**src/rtl/control_step_sequencer_if.sv**
```systemverilog
// ---------------------------------------------------------------------------
// control_step_sequencer_if
//
// Purpose:
//   Bundles the control, opcode and status signals of the timing-step
//   sequencer. The clock and the active-low reset stay outside the bundle
//   as plain ports of the sequencer.
//
// Signals:
//   clock_enable    master->slave  when low, every sequencer register holds
//   start           master->slave  level; begin/resume from STOPPED or HALTED
//   halt            master->slave  level; stop at the next instruction boundary
//   end_step        master->slave  decode-driven early end of the instruction
//   opcode_in       master->slave  opcode field from the instruction register
//   t_step          slave->master  one-hot step lines, zero when not running
//   step_index      slave->master  binary index of the active step
//   opcode_latched  slave->master  opcode held for the execute steps
//   instr_done      slave->master  one enabled-cycle pulse per boundary
//   running         slave->master  high in RUN
//   halted          slave->master  high in HALTED
//   instr_count     slave->master  retired instructions, wraps
//
// Modports:
//   master - the controlling side (drives the requests, observes status)
//   slave  - the sequencer itself
// ---------------------------------------------------------------------------
interface control_step_sequencer_if #(
    parameter int NUM_STEPS        = 7,
    parameter int STEP_INDEX_WIDTH = 3,
    parameter int OPCODE_WIDTH     = 4,
    parameter int COUNT_WIDTH      = 16
);

    logic                        clock_enable;
    logic                        start;
    logic                        halt;
    logic                        end_step;
    logic [OPCODE_WIDTH-1:0]     opcode_in;

    logic [NUM_STEPS-1:0]        t_step;
    logic [STEP_INDEX_WIDTH-1:0] step_index;
    logic [OPCODE_WIDTH-1:0]     opcode_latched;
    logic                        instr_done;
    logic                        running;
    logic                        halted;
    logic [COUNT_WIDTH-1:0]      instr_count;

    modport master (
        output clock_enable,
        output start,
        output halt,
        output end_step,
        output opcode_in,
        input  t_step,
        input  step_index,
        input  opcode_latched,
        input  instr_done,
        input  running,
        input  halted,
        input  instr_count
    );

    modport slave (
        input  clock_enable,
        input  start,
        input  halt,
        input  end_step,
        input  opcode_in,
        output t_step,
        output step_index,
        output opcode_latched,
        output instr_done,
        output running,
        output halted,
        output instr_count
    );

endinterface

```
**src/rtl/control_step_sequencer.sv**
```systemverilog
// ---------------------------------------------------------------------------
// control_step_sequencer
//
// Purpose:
//   Timing-step generator for the processor control unit. Produces the
//   one-hot T-step lines and the latched opcode that feed the decode AND
//   gates, sequences the fetch/execute micro-steps, ends an instruction
//   early when decode requests it, handles run/halt control and counts
//   retired instructions.
//
// Ports:
//   clock    in   rising-edge system clock
//   reset_n  in   asynchronous, active-low reset
//   bus      slave side of control_step_sequencer_if:
//              inputs  clock_enable, start, halt, end_step, opcode_in
//              outputs t_step, step_index, opcode_latched, instr_done,
//                      running, halted, instr_count
//
// All outputs come straight from registers; there is no combinational path
// from any input to any output.
// ---------------------------------------------------------------------------
module control_step_sequencer #(
    parameter int NUM_STEPS        = 7,
    parameter int STEP_INDEX_WIDTH = 3,
    parameter int OPCODE_WIDTH     = 4,
    parameter int FETCH_STEP       = 1,
    parameter int COUNT_WIDTH      = 16
) (
    input  logic                   clock,
    input  logic                   reset_n,
    control_step_sequencer_if.slave bus
);

    typedef enum logic [1:0] {
        STOPPED = 2'd0,
        RUN     = 2'd1,
        HALTED  = 2'd2
    } state_t;

    localparam logic [NUM_STEPS-1:0] STEP0 = {{(NUM_STEPS-1){1'b0}}, 1'b1};

    // Registered state
    state_t                      state;
    logic [NUM_STEPS-1:0]        t_step;
    logic [STEP_INDEX_WIDTH-1:0] step_index;
    logic [OPCODE_WIDTH-1:0]     opcode_latched;
    logic                        instr_done;
    logic [COUNT_WIDTH-1:0]      instr_count;
    logic                        halt_pending;

    // Next-state values
    state_t                      state_next;
    logic [NUM_STEPS-1:0]        t_step_next;
    logic [STEP_INDEX_WIDTH-1:0] step_index_next;
    logic [OPCODE_WIDTH-1:0]     opcode_latched_next;
    logic                        instr_done_next;
    logic [COUNT_WIDTH-1:0]      instr_count_next;
    logic                        halt_pending_next;
    logic                        boundary;
    logic                        stop_here;

    // -----------------------------------------------------------------------
    // Next-state and output decode
    // -----------------------------------------------------------------------
    always_comb begin
        state_next          = state;
        t_step_next         = t_step;
        step_index_next     = step_index;
        opcode_latched_next = opcode_latched;
        instr_done_next     = 1'b0;          // the done pulse lasts one enabled cycle
        instr_count_next    = instr_count;
        halt_pending_next   = halt_pending;
        boundary            = 1'b0;
        stop_here           = 1'b0;

        case (state)
            STOPPED: begin
                // Only start matters here; halt/end_step are not sampled.
                if (bus.start) begin
                    state_next      = RUN;
                    t_step_next     = STEP0;
                    step_index_next = '0;
                end
            end

            RUN: begin
                if (!$onehot(t_step)) begin
                    // Corrupted step register: restart the instruction at
                    // step 0 without retiring anything.
                    t_step_next       = STEP0;
                    step_index_next   = '0;
                    halt_pending_next = halt_pending | bus.halt;
                end else begin
                    if (t_step[FETCH_STEP]) begin
                        opcode_latched_next = bus.opcode_in;
                    end

                    // End-step and last-step on the same edge are one boundary.
                    boundary  = bus.end_step | t_step[NUM_STEPS-1];
                    stop_here = halt_pending | bus.halt;

                    if (boundary) begin
                        instr_done_next   = 1'b1;
                        instr_count_next  = instr_count + 1'b1;
                        halt_pending_next = 1'b0;
                        step_index_next   = '0;
                        if (stop_here) begin
                            state_next  = HALTED;
                            t_step_next = '0;
                        end else begin
                            t_step_next = STEP0;
                        end
                    end else begin
                        t_step_next       = t_step << 1;
                        step_index_next   = step_index + 1'b1;
                        halt_pending_next = stop_here;
                    end
                end
            end

            HALTED: begin
                // A held halt keeps the block stopped even with start high.
                if (bus.start && !bus.halt) begin
                    state_next      = RUN;
                    t_step_next     = STEP0;
                    step_index_next = '0;
                end
            end

            default: begin
                state_next        = STOPPED;
                t_step_next       = '0;
                step_index_next   = '0;
                halt_pending_next = 1'b0;
            end
        endcase
    end

    // -----------------------------------------------------------------------
    // Register stage
    // -----------------------------------------------------------------------
    always_ff @(posedge clock or negedge reset_n) begin
        if (!reset_n) begin
            state          <= STOPPED;
            t_step         <= '0;
            step_index     <= '0;
            opcode_latched <= '0;
            instr_done     <= 1'b0;
            instr_count    <= '0;
            halt_pending   <= 1'b0;
        end else if (bus.clock_enable) begin
            state          <= state_next;
            t_step         <= t_step_next;
            step_index     <= step_index_next;
            opcode_latched <= opcode_latched_next;
            instr_done     <= instr_done_next;
            instr_count    <= instr_count_next;
            halt_pending   <= halt_pending_next;
        end
    end

    assign bus.t_step         = t_step;
    assign bus.step_index     = step_index;
    assign bus.opcode_latched = opcode_latched;
    assign bus.instr_done     = instr_done;
    assign bus.instr_count    = instr_count;
    assign bus.running        = (state == RUN);
    assign bus.halted         = (state == HALTED);

endmodule

```
**src/flat_wrapper.sv**
```systemverilog
// flat-port wrapper written by rule: the top's interface ports become plain ports
module control_step_sequencer_flat 
#(
    parameter int NUM_STEPS        = 7,
    parameter int STEP_INDEX_WIDTH = 3,
    parameter int OPCODE_WIDTH     = 4,
    parameter int FETCH_STEP       = 1,
    parameter int COUNT_WIDTH      = 16
)
  (clock, reset_n, bus_clock_enable, bus_start, bus_halt, bus_end_step, bus_opcode_in, bus_t_step, bus_step_index, bus_opcode_latched, bus_instr_done, bus_running, bus_halted, bus_instr_count);
  control_step_sequencer_if #(.NUM_STEPS(NUM_STEPS), .STEP_INDEX_WIDTH(STEP_INDEX_WIDTH), .OPCODE_WIDTH(OPCODE_WIDTH), .COUNT_WIDTH(COUNT_WIDTH)) bus_i ();
  input  logic clock;
  input  logic reset_n;
  input wire logic [$bits(bus_i.clock_enable)-1:0] bus_clock_enable;
  input wire logic [$bits(bus_i.start)-1:0] bus_start;
  input wire logic [$bits(bus_i.halt)-1:0] bus_halt;
  input wire logic [$bits(bus_i.end_step)-1:0] bus_end_step;
  input wire logic [$bits(bus_i.opcode_in)-1:0] bus_opcode_in;
  output wire logic [$bits(bus_i.t_step)-1:0] bus_t_step;
  output wire logic [$bits(bus_i.step_index)-1:0] bus_step_index;
  output wire logic [$bits(bus_i.opcode_latched)-1:0] bus_opcode_latched;
  output wire logic [$bits(bus_i.instr_done)-1:0] bus_instr_done;
  output wire logic [$bits(bus_i.running)-1:0] bus_running;
  output wire logic [$bits(bus_i.halted)-1:0] bus_halted;
  output wire logic [$bits(bus_i.instr_count)-1:0] bus_instr_count;
  assign bus_i.clock_enable = bus_clock_enable;
  assign bus_i.start = bus_start;
  assign bus_i.halt = bus_halt;
  assign bus_i.end_step = bus_end_step;
  assign bus_i.opcode_in = bus_opcode_in;
  assign bus_t_step = bus_i.t_step;
  assign bus_step_index = bus_i.step_index;
  assign bus_opcode_latched = bus_i.opcode_latched;
  assign bus_instr_done = bus_i.instr_done;
  assign bus_running = bus_i.running;
  assign bus_halted = bus_i.halted;
  assign bus_instr_count = bus_i.instr_count;
  control_step_sequencer #(.NUM_STEPS(NUM_STEPS), .STEP_INDEX_WIDTH(STEP_INDEX_WIDTH), .OPCODE_WIDTH(OPCODE_WIDTH), .FETCH_STEP(FETCH_STEP), .COUNT_WIDTH(COUNT_WIDTH)) u_core (.clock(clock), .reset_n(reset_n), .bus(bus_i));
endmodule
```
**config.mk**
```make
export PLATFORM = sky130hd
export DESIGN_NAME = control_step_sequencer_flat
export DESIGN_NICKNAME = d
export VERILOG_FILES = /design/src/rtl/control_step_sequencer_if.sv /design/src/rtl/control_step_sequencer.sv /design/src/flat_wrapper.sv
export SDC_FILE = /design/constraint.sdc
export NUM_CORES = 1
export LEC_CHECK = 0
export ABC_AREA = 1
export CORE_MARGIN = 3
export CORE_UTILIZATION = 30
export DETAILED_ROUTE_END_ITERATION = 8
export PLACE_DENSITY = 0.6
export SLEW_MARGIN = 15
export SYNTH_ARGS = -nofsm -noshare
export SYNTH_HDL_FRONTEND = slang
export SYNTH_SLANG_ARGS = --single-unit
```
**constraint.sdc**
```tcl
create_clock -name clock -period 3.2 [get_ports clock]
set_input_delay 0.64 -clock clock [delete_from_list [all_inputs] [get_ports clock]]
set_output_delay 0.64 -clock clock [all_outputs]
set_load 0.01 [all_outputs]
```
==> results of run 1 <==
cell usage in the layout, fill, tap and decap left out, drive strengths merged, types with 6 or more instances in the layout:
cell type      count
nand2             89
ha                 6
dfrtp             34
clkdlybuf4s50     42
clkbuf             7
inv               34
nor2              28
nand3             20
o21ai             16
cell type report:
cell class / instances / area share
clock inverter: 1 / 0.00199
inverter: 35 / 0.0522
clock buffer: 7 / 0.0343
sequential: 34 / 0.338
timing repair buffer: 44 / 0.173
multi-input combinational: 179 / 0.363
tap: 75 / 0.0373
power breakdown:
group,internal [W],switching [W]
combinational,0.000269,0.000339
sequential,0.000519,0.0000934
clock,0.000174,0.000162
sequential cells by signal (all words and copies together) (netlist names):
signal and flops:
u_core.bus.step_index 3, u_core.bus.opcode_latched 4, u_core.bus.instr_done 1, u_core.bus.t_step 7, u_core.state 2, u_core.bus.instr_count 16, u_core.halt_pending 1
cells by family after synthesis:
kind of cell	after synthesis
and+or+nand+nor	147
buffers and inverters	37
DFF	34
AOI/OAI and AO/OA	17
adders and majority gates	9
xor gates and xnor gates	6
layer usage:
metal	part of all wire	up-vias
met5	0	-
met4	0.016	0
met3	0.035	7
met2	0.46	26
met1	0.49	799
li1	-	880
how the worst min path moves through the flow:
stage                                  from                           end  slack [ns]  cells past startpoint
6_report       u_core.bus.opcode_latched[1]  u_core.bus.opcode_latched[1]        0.47                      2
5_1_grt        u_core.bus.opcode_latched[1]  u_core.bus.opcode_latched[1]        0.51                      2
4_1_cts        u_core.bus.opcode_latched[2]  u_core.bus.opcode_latched[2]        0.48                      2
3_5_place_dp   u_core.bus.opcode_latched[2]  u_core.bus.opcode_latched[2]        0.46                      2
3_3_place_gp   u_core.bus.opcode_latched[2]  u_core.bus.opcode_latched[2]        0.46                      2
2_1_floorplan                       reset_n     u_core.bus.instr_count[0]        0.34                      0
per-stage QoR:
stage          utilization  worst slack, ns  hold WS (ns)  total power, W
5_1_grt              0.415           0.0152         0.514         0.00168
3_3_place_gp         0.400            0.300         0.460         0.00123
4_1_cts              0.415            0.200         0.479         0.00158
6_report             0.415            0.229         0.474         0.00156
3_5_place_dp         0.400            0.226         0.462         0.00123
2_1_floorplan            -            0.443         0.344        0.000960
worst reg2reg max path, cell delays in order, from the launching register on:
cell	delay (ns)
dfrtp_1	0.42
ha_1	0.29
inv_1	0.05
fa_1	0.50
inv_1	0.04
ha_1	0.20
fa_1	0.38
nand2_1	0.07
inv_1	0.03
nor2_1	0.08
nand2_1	0.18
nor2_4	0.13
buf_4	0.25
nand2_1	0.10
xor2_1	0.15
==> key figures, run 1 <==
Worst setup path
  – CP Buf/Inv Count: 4
  – Crit path to: u_core.bus.instr_count[3]
  – Worst Path Required: 3.37 ns
  – Delay-heaviest family, CP: adder cells
  – Classification of the worst setup path: register to register
  – Worst Path Arrival: 3.14 ns
  – Endpoint class of the critical path: register
  – R2R depth: 14
  – R2r setup slk: 0.23 ns
  – Critical R2R Capture: u_core.bus.instr_count[3]
  – Reg-to-Reg Start: u_core.bus.t_step[0]
  – Crit-path cells: ha_1 > inv_1 > fa_1 > inv_1 > ha_1 > fa_1 > nand2_1 > inv_1 > nor2_1 > nand2_1 > nor2_4 > buf_4 > nand2_1 > xor2_1
  – Max incr delay on CP: 0.50 ns
  – CP Max Fanout: 22
  – Critical path depth: 14
  – Critical path origin: u_core.bus.t_step[0]
  – CP max-delay cell: fa_1
  – Worst setup SP type: register

Placed design
  – GP Congestion: 0.799
  – # port buffers: 42
  – Placed cell count: 367
  – HPWL after DPL: 3.38 mm
  – Post-Place Cell Area: 2420 um2

Detailed routing
  – Avg WL per Cell: 12.1 um
  – Routed vias: 1712
  – Initial DRC Count: 46
  – DRC violations left: 0
  – Vias per cell: 4.57
  – Pre-Repair DR Iteration Count: 4
  – Routed Antenna Nets: 0
  – Routed wire length: 4.52 mm

Worst hold path
  – Hold crit path type: register to register

Timing
  – RSZ-0062 raised after global routing: no
  – Slew @ Worst Pin: 0.472 ns
  – Worst Clk Skew: 0.0103 ns
  – Peak Freq: 0.337 GHz
  – Period utilization: 0.928
  – Slew margin rel.: 0.683
  – Final hold violations: 0
  – Final setup viols: 0
  – Fin crit period: 2.97 ns
  – Setup TNS: 0 ns
  – Pins Over Slew Limit: 0

Yosys
  – Number of synthesized flops with an enable pin: 0
  – Most frequent cells after synthesis: nand2_1, dfrtp_1, inv_1
  – Fraction of the yosys area taken by sequential cells: 0.444
  – Synth Area in Simple Gates: 0.334
  – Post-synth ARST share: 1.00
  – Synth warn: 0
  – Adder-Cell Fraction of Synth Area: 0.0706
  – Most common cell in the netlist: nand2_1
  – Yosys reg bits: 34
  – Synth cell types: 22
  – Mapped cell area: 1910 um2
  – Mean Syn Cell Area: 7.66 um2
  – Yosys top cell by area: dfrtp_1
  – Combinational family with the most area after synthesis: simple AND/OR/NAND/NOR gates
  – Synth area leaders: dfrtp_1, nand2_1, inv_1
  – Synth Area in Compound Gates: 0.0451
  – Xor-xnor portion of the synthesized cell area: 0.0275
  – Synth Flop Type: dfrtp_1
  – Post-Synthesis Cells: 250
  – Mux share of post-synthesis cell area: 0
  – Post-synth top area share: 0.444
  – Post-Syn Nets: 269

GRT
  – Met3 Track Usage GR: 0.0288
  – GR Util All Layers: 0.133
  – GRT met1 Usage: 0.179
  – Met2 usage: 0.208
  – Largest net degree at the start of global routing: 35
  – Global-route wire length before repair: 7.82 mm
  – Number of global-route vias before repair: 1645
  – Busiest grt layer: met2
  – Gr ovfl total: 0
  – Initial antenna violation count: 0

Layout
  – Post-route cell area: 2520 um2
  – Ant. Diodes: 0
  – Multi-input gate area: 913 um2
  – Fin cells: 375
  – Layout cells sized above 1: 0.0633
  – Layout overhead on the synthesized area: 31.4%
  – Nets: 318
  – FF+latch area: 851 um2
  – FILL cells: 633

CTS
  – Clk sink count: 34
  – Clock latency on the worst-skew pair: 0.29 ns
  – Post-CTS Resized: 0
  – H-tree depth: 2
  – Hold_buf cts: 0
  – Clock tree buffer depth: 2
  – Setup Fix Bufs, Post-CTS: 0
  – Reg clk slew, reported paths: 0.07 ns
  – Total CTS buffers: 5
  – CTS tree: done
  – CTS root buffer: clkbuf_8

Job
  – Max Cap Viol: 0

Die
  – Die Span X: 85.9 um
  – Core Area: 6060 um2
  – Area of the die: 7380 um2
  – Rows: 28
  – Die Span Y: 85.9 um
  – # IOs: 43
  – Starting Density: 0.316

Power
  – Leak pwr: 1.20 nW
  – Maximum vdd drop: 0.248 mV
  – Cell Pwr Density: 618 nW/um2

Outcome
  – Status: completed
Power figures use the tool's default switching activity.
==> inputs of run 2 (changes only) <==
- CORE_MARGIN: 3 -> 2
- SKIP_LAST_GASP: unset -> 1
==> key figures, run 2 (synthesis gave the netlist of run 1 again) <==
Layout
  – Layout cells sized above 1: 0.0698
  – Biggest regs: u_core.bus.instr_count (16), u_core.bus.t_step (7), u_core.bus.opcode_latched (4)
  – Max reg flops: 16
  – FILL cells: 647
  – Ant. Diodes: 0
  – Nets: 319
  – Multi-input gate area: 913 um2
  – Fin util: 0.403
  – Post-route cell area: 2530 um2
  – Fin cells: 378
  – Layout overhead on the synthesized area: 32.2%
  – Most frequent cells in the layout: nand2_1, clkdlybuf4s50_1, dfrtp_1
  – FF+latch area: 851 um2
  – Most common cell after layout, fill and taps aside: nand2_1
  – Largest register by flop count: u_core.bus.instr_count

GRT
  – Gr ovfl total: 0
  – Initial antenna violation count: 0
  – Number of global-route vias before repair: 1568
  – GR Util All Layers: 0.133
  – Largest net degree at the start of global routing: 35
  – Global-route wire length before repair: 7.51 mm

CTS
  – Reg clk slew, reported paths: 0.07 ns
  – CTS tree: done
  – Hold_buf cts: 0
  – Clk sink count: 34
  – Clock tree buffer depth: 2
  – CTS root buffer: clkbuf_8
  – Clock latency on the worst-skew pair: 0.29 ns
  – Total CTS buffers: 5
  – H-tree depth: 2

Timing
  – Peak Freq: 0.338 GHz
  – RSZ-0062 raised after global routing: no
  – Final hold violations: 0
  – Slew margin rel.: 0.670
  – Slew @ Worst Pin: 0.491 ns
  – Setup TNS: 0 ns
  – Fin crit period: 2.96 ns
  – Period utilization: 0.925
  – Final setup viols: 0
  – Pins Over Slew Limit: 0
  – Worst Clk Skew: 0.00538 ns
  – Hold WS: 0.474 ns

Worst setup path
  – R2r setup slk: 0.24 ns
  – CP max-delay cell: fa_1
  – CP dominant cell by count: nand2_1
  – Worst Path Arrival: 3.13 ns
  – Worst setup SP type: register
  – CP Max Fanout: 8
  – Worst Path Required: 3.37 ns
  – Crit-path cells: ha_1 > inv_1 > fa_1 > inv_1 > ha_1 > fa_1 > nand2_1 > inv_1 > nor2_1 > nand2_1 > inv_2 > nand2_1 > o21ai_0 > nand2_1
  – Endpoint class of the critical path: register
  – Classification of the worst setup path: register to register
  – Max incr delay on CP: 0.49 ns

Worst hold path
  – Hold crit path type: register to register

Die
  – Starting Density: 0.305
  – Area of the die: 7040 um2
  – Rows: 29
  – Die Span X: 83.9 um
  – Die Span Y: 83.9 um
  – # IOs: 43
  – Core Area: 6280 um2

Placed design
  – Post-Place Cell Area: 2430 um2
  – HPWL after DPL: 3.26 mm
  – # port buffers: 42
  – GP Congestion: 0.829
  – Placed cell count: 370

Detailed routing
  – Pre-Repair DR Iteration Count: 4
  – Initial DRC Count: 66
  – Routed Antenna Nets: 0
  – Routed vias: 1684
  – Avg WL per Cell: 11.5 um
  – DRC violations left: 0
  – Routed wire length: 4.33 mm
  – Vias per cell: 4.46

Power
  – Cell Pwr Density: 616 nW/um2
  – Maximum vdd drop: 0.269 mV
  – Leak pwr: 1.20 nW

Outcome
  – Status: completed

Job
  – Max Cap Viol: 0
run 2: routing by layer:
layer  GRT usage  vias up  share of wire
met5           0        -              0
met4      0.0543        0          0.021
met3      0.0307        7          0.043
met2       0.209       37           0.45
met1       0.177      759           0.49
li1            -      881              -
run 2: critical path: cells and delay by family (launching register included):
kind	cells	cell delay, ns
adder cells (fa/ha/maj)	4	1.35
AND/OR/NAND/NOR	5	0.60
flip-flops	1	0.41
buffers and inverters	4	0.27
AO/OA/AOI/OAI	1	0.22
run 2: cell type report:
class	instances	share of cell area
Multi-Input combinational cell	179	0.361
Sequential cell	34	0.336
Timing Repair Buffer	45	0.175
Inverter	35	0.0519
Tap cell	77	0.0381
Clock buffer	6	0.0326
Clock inverter	2	0.00495
run 2: power by group:
| group | leakage, nW | internal (W) | total [W] | switching [W] |
|---|---|---|---|---|
| clock network | 0.0472 | 0.000173 | 0.000339 | 0.000166 |
| registers | 0.446 | 0.000519 | 0.000611 | 0.0000922 |
| logic | 0.711 | 0.000271 | 0.000607 | 0.000337 |
| total | 1.20 | 0.000962 | 0.00156 | 0.000595 |
run 2: path summary, 6_finish.rpt:
kind | depth (start not counted) | from | endpoint
max reg2reg | 14 | u_core.bus.t_step[0] | u_core.bus.instr_count[2]
min in group asynchronous | 2 | reset_n | u_core.bus.instr_count[2]
max in group asynchronous | 2 | reset_n | u_core.bus.t_step[0]
min | 2 | u_core.bus.opcode_latched[0] | u_core.bus.opcode_latched[0]
max | 14 | u_core.bus.t_step[0] | u_core.bus.instr_count[2]
min reg2reg | 2 | u_core.bus.opcode_latched[0] | u_core.bus.opcode_latched[0]
run 2: what timing repair did:
item,in CTS,in global routing
gates resized for setup,0,1
setup buffers,0,0
setup endpoints to repair,0,1
run 2: metrics by stage:
step                total power [W]  setup WS, ns
floorplan                  0.000960         0.443
detailed placement          0.00123         0.237
global placement            0.00123         0.314
global route                0.00168        0.0269
finish                      0.00156         0.241
CTS                         0.00158         0.238
==> inputs of run 3 (changes only) <==
- CAP_MARGIN: unset -> 40
==> results of run 3 <==
The final DEF is identical to that of run 2; final timing and power are the same.
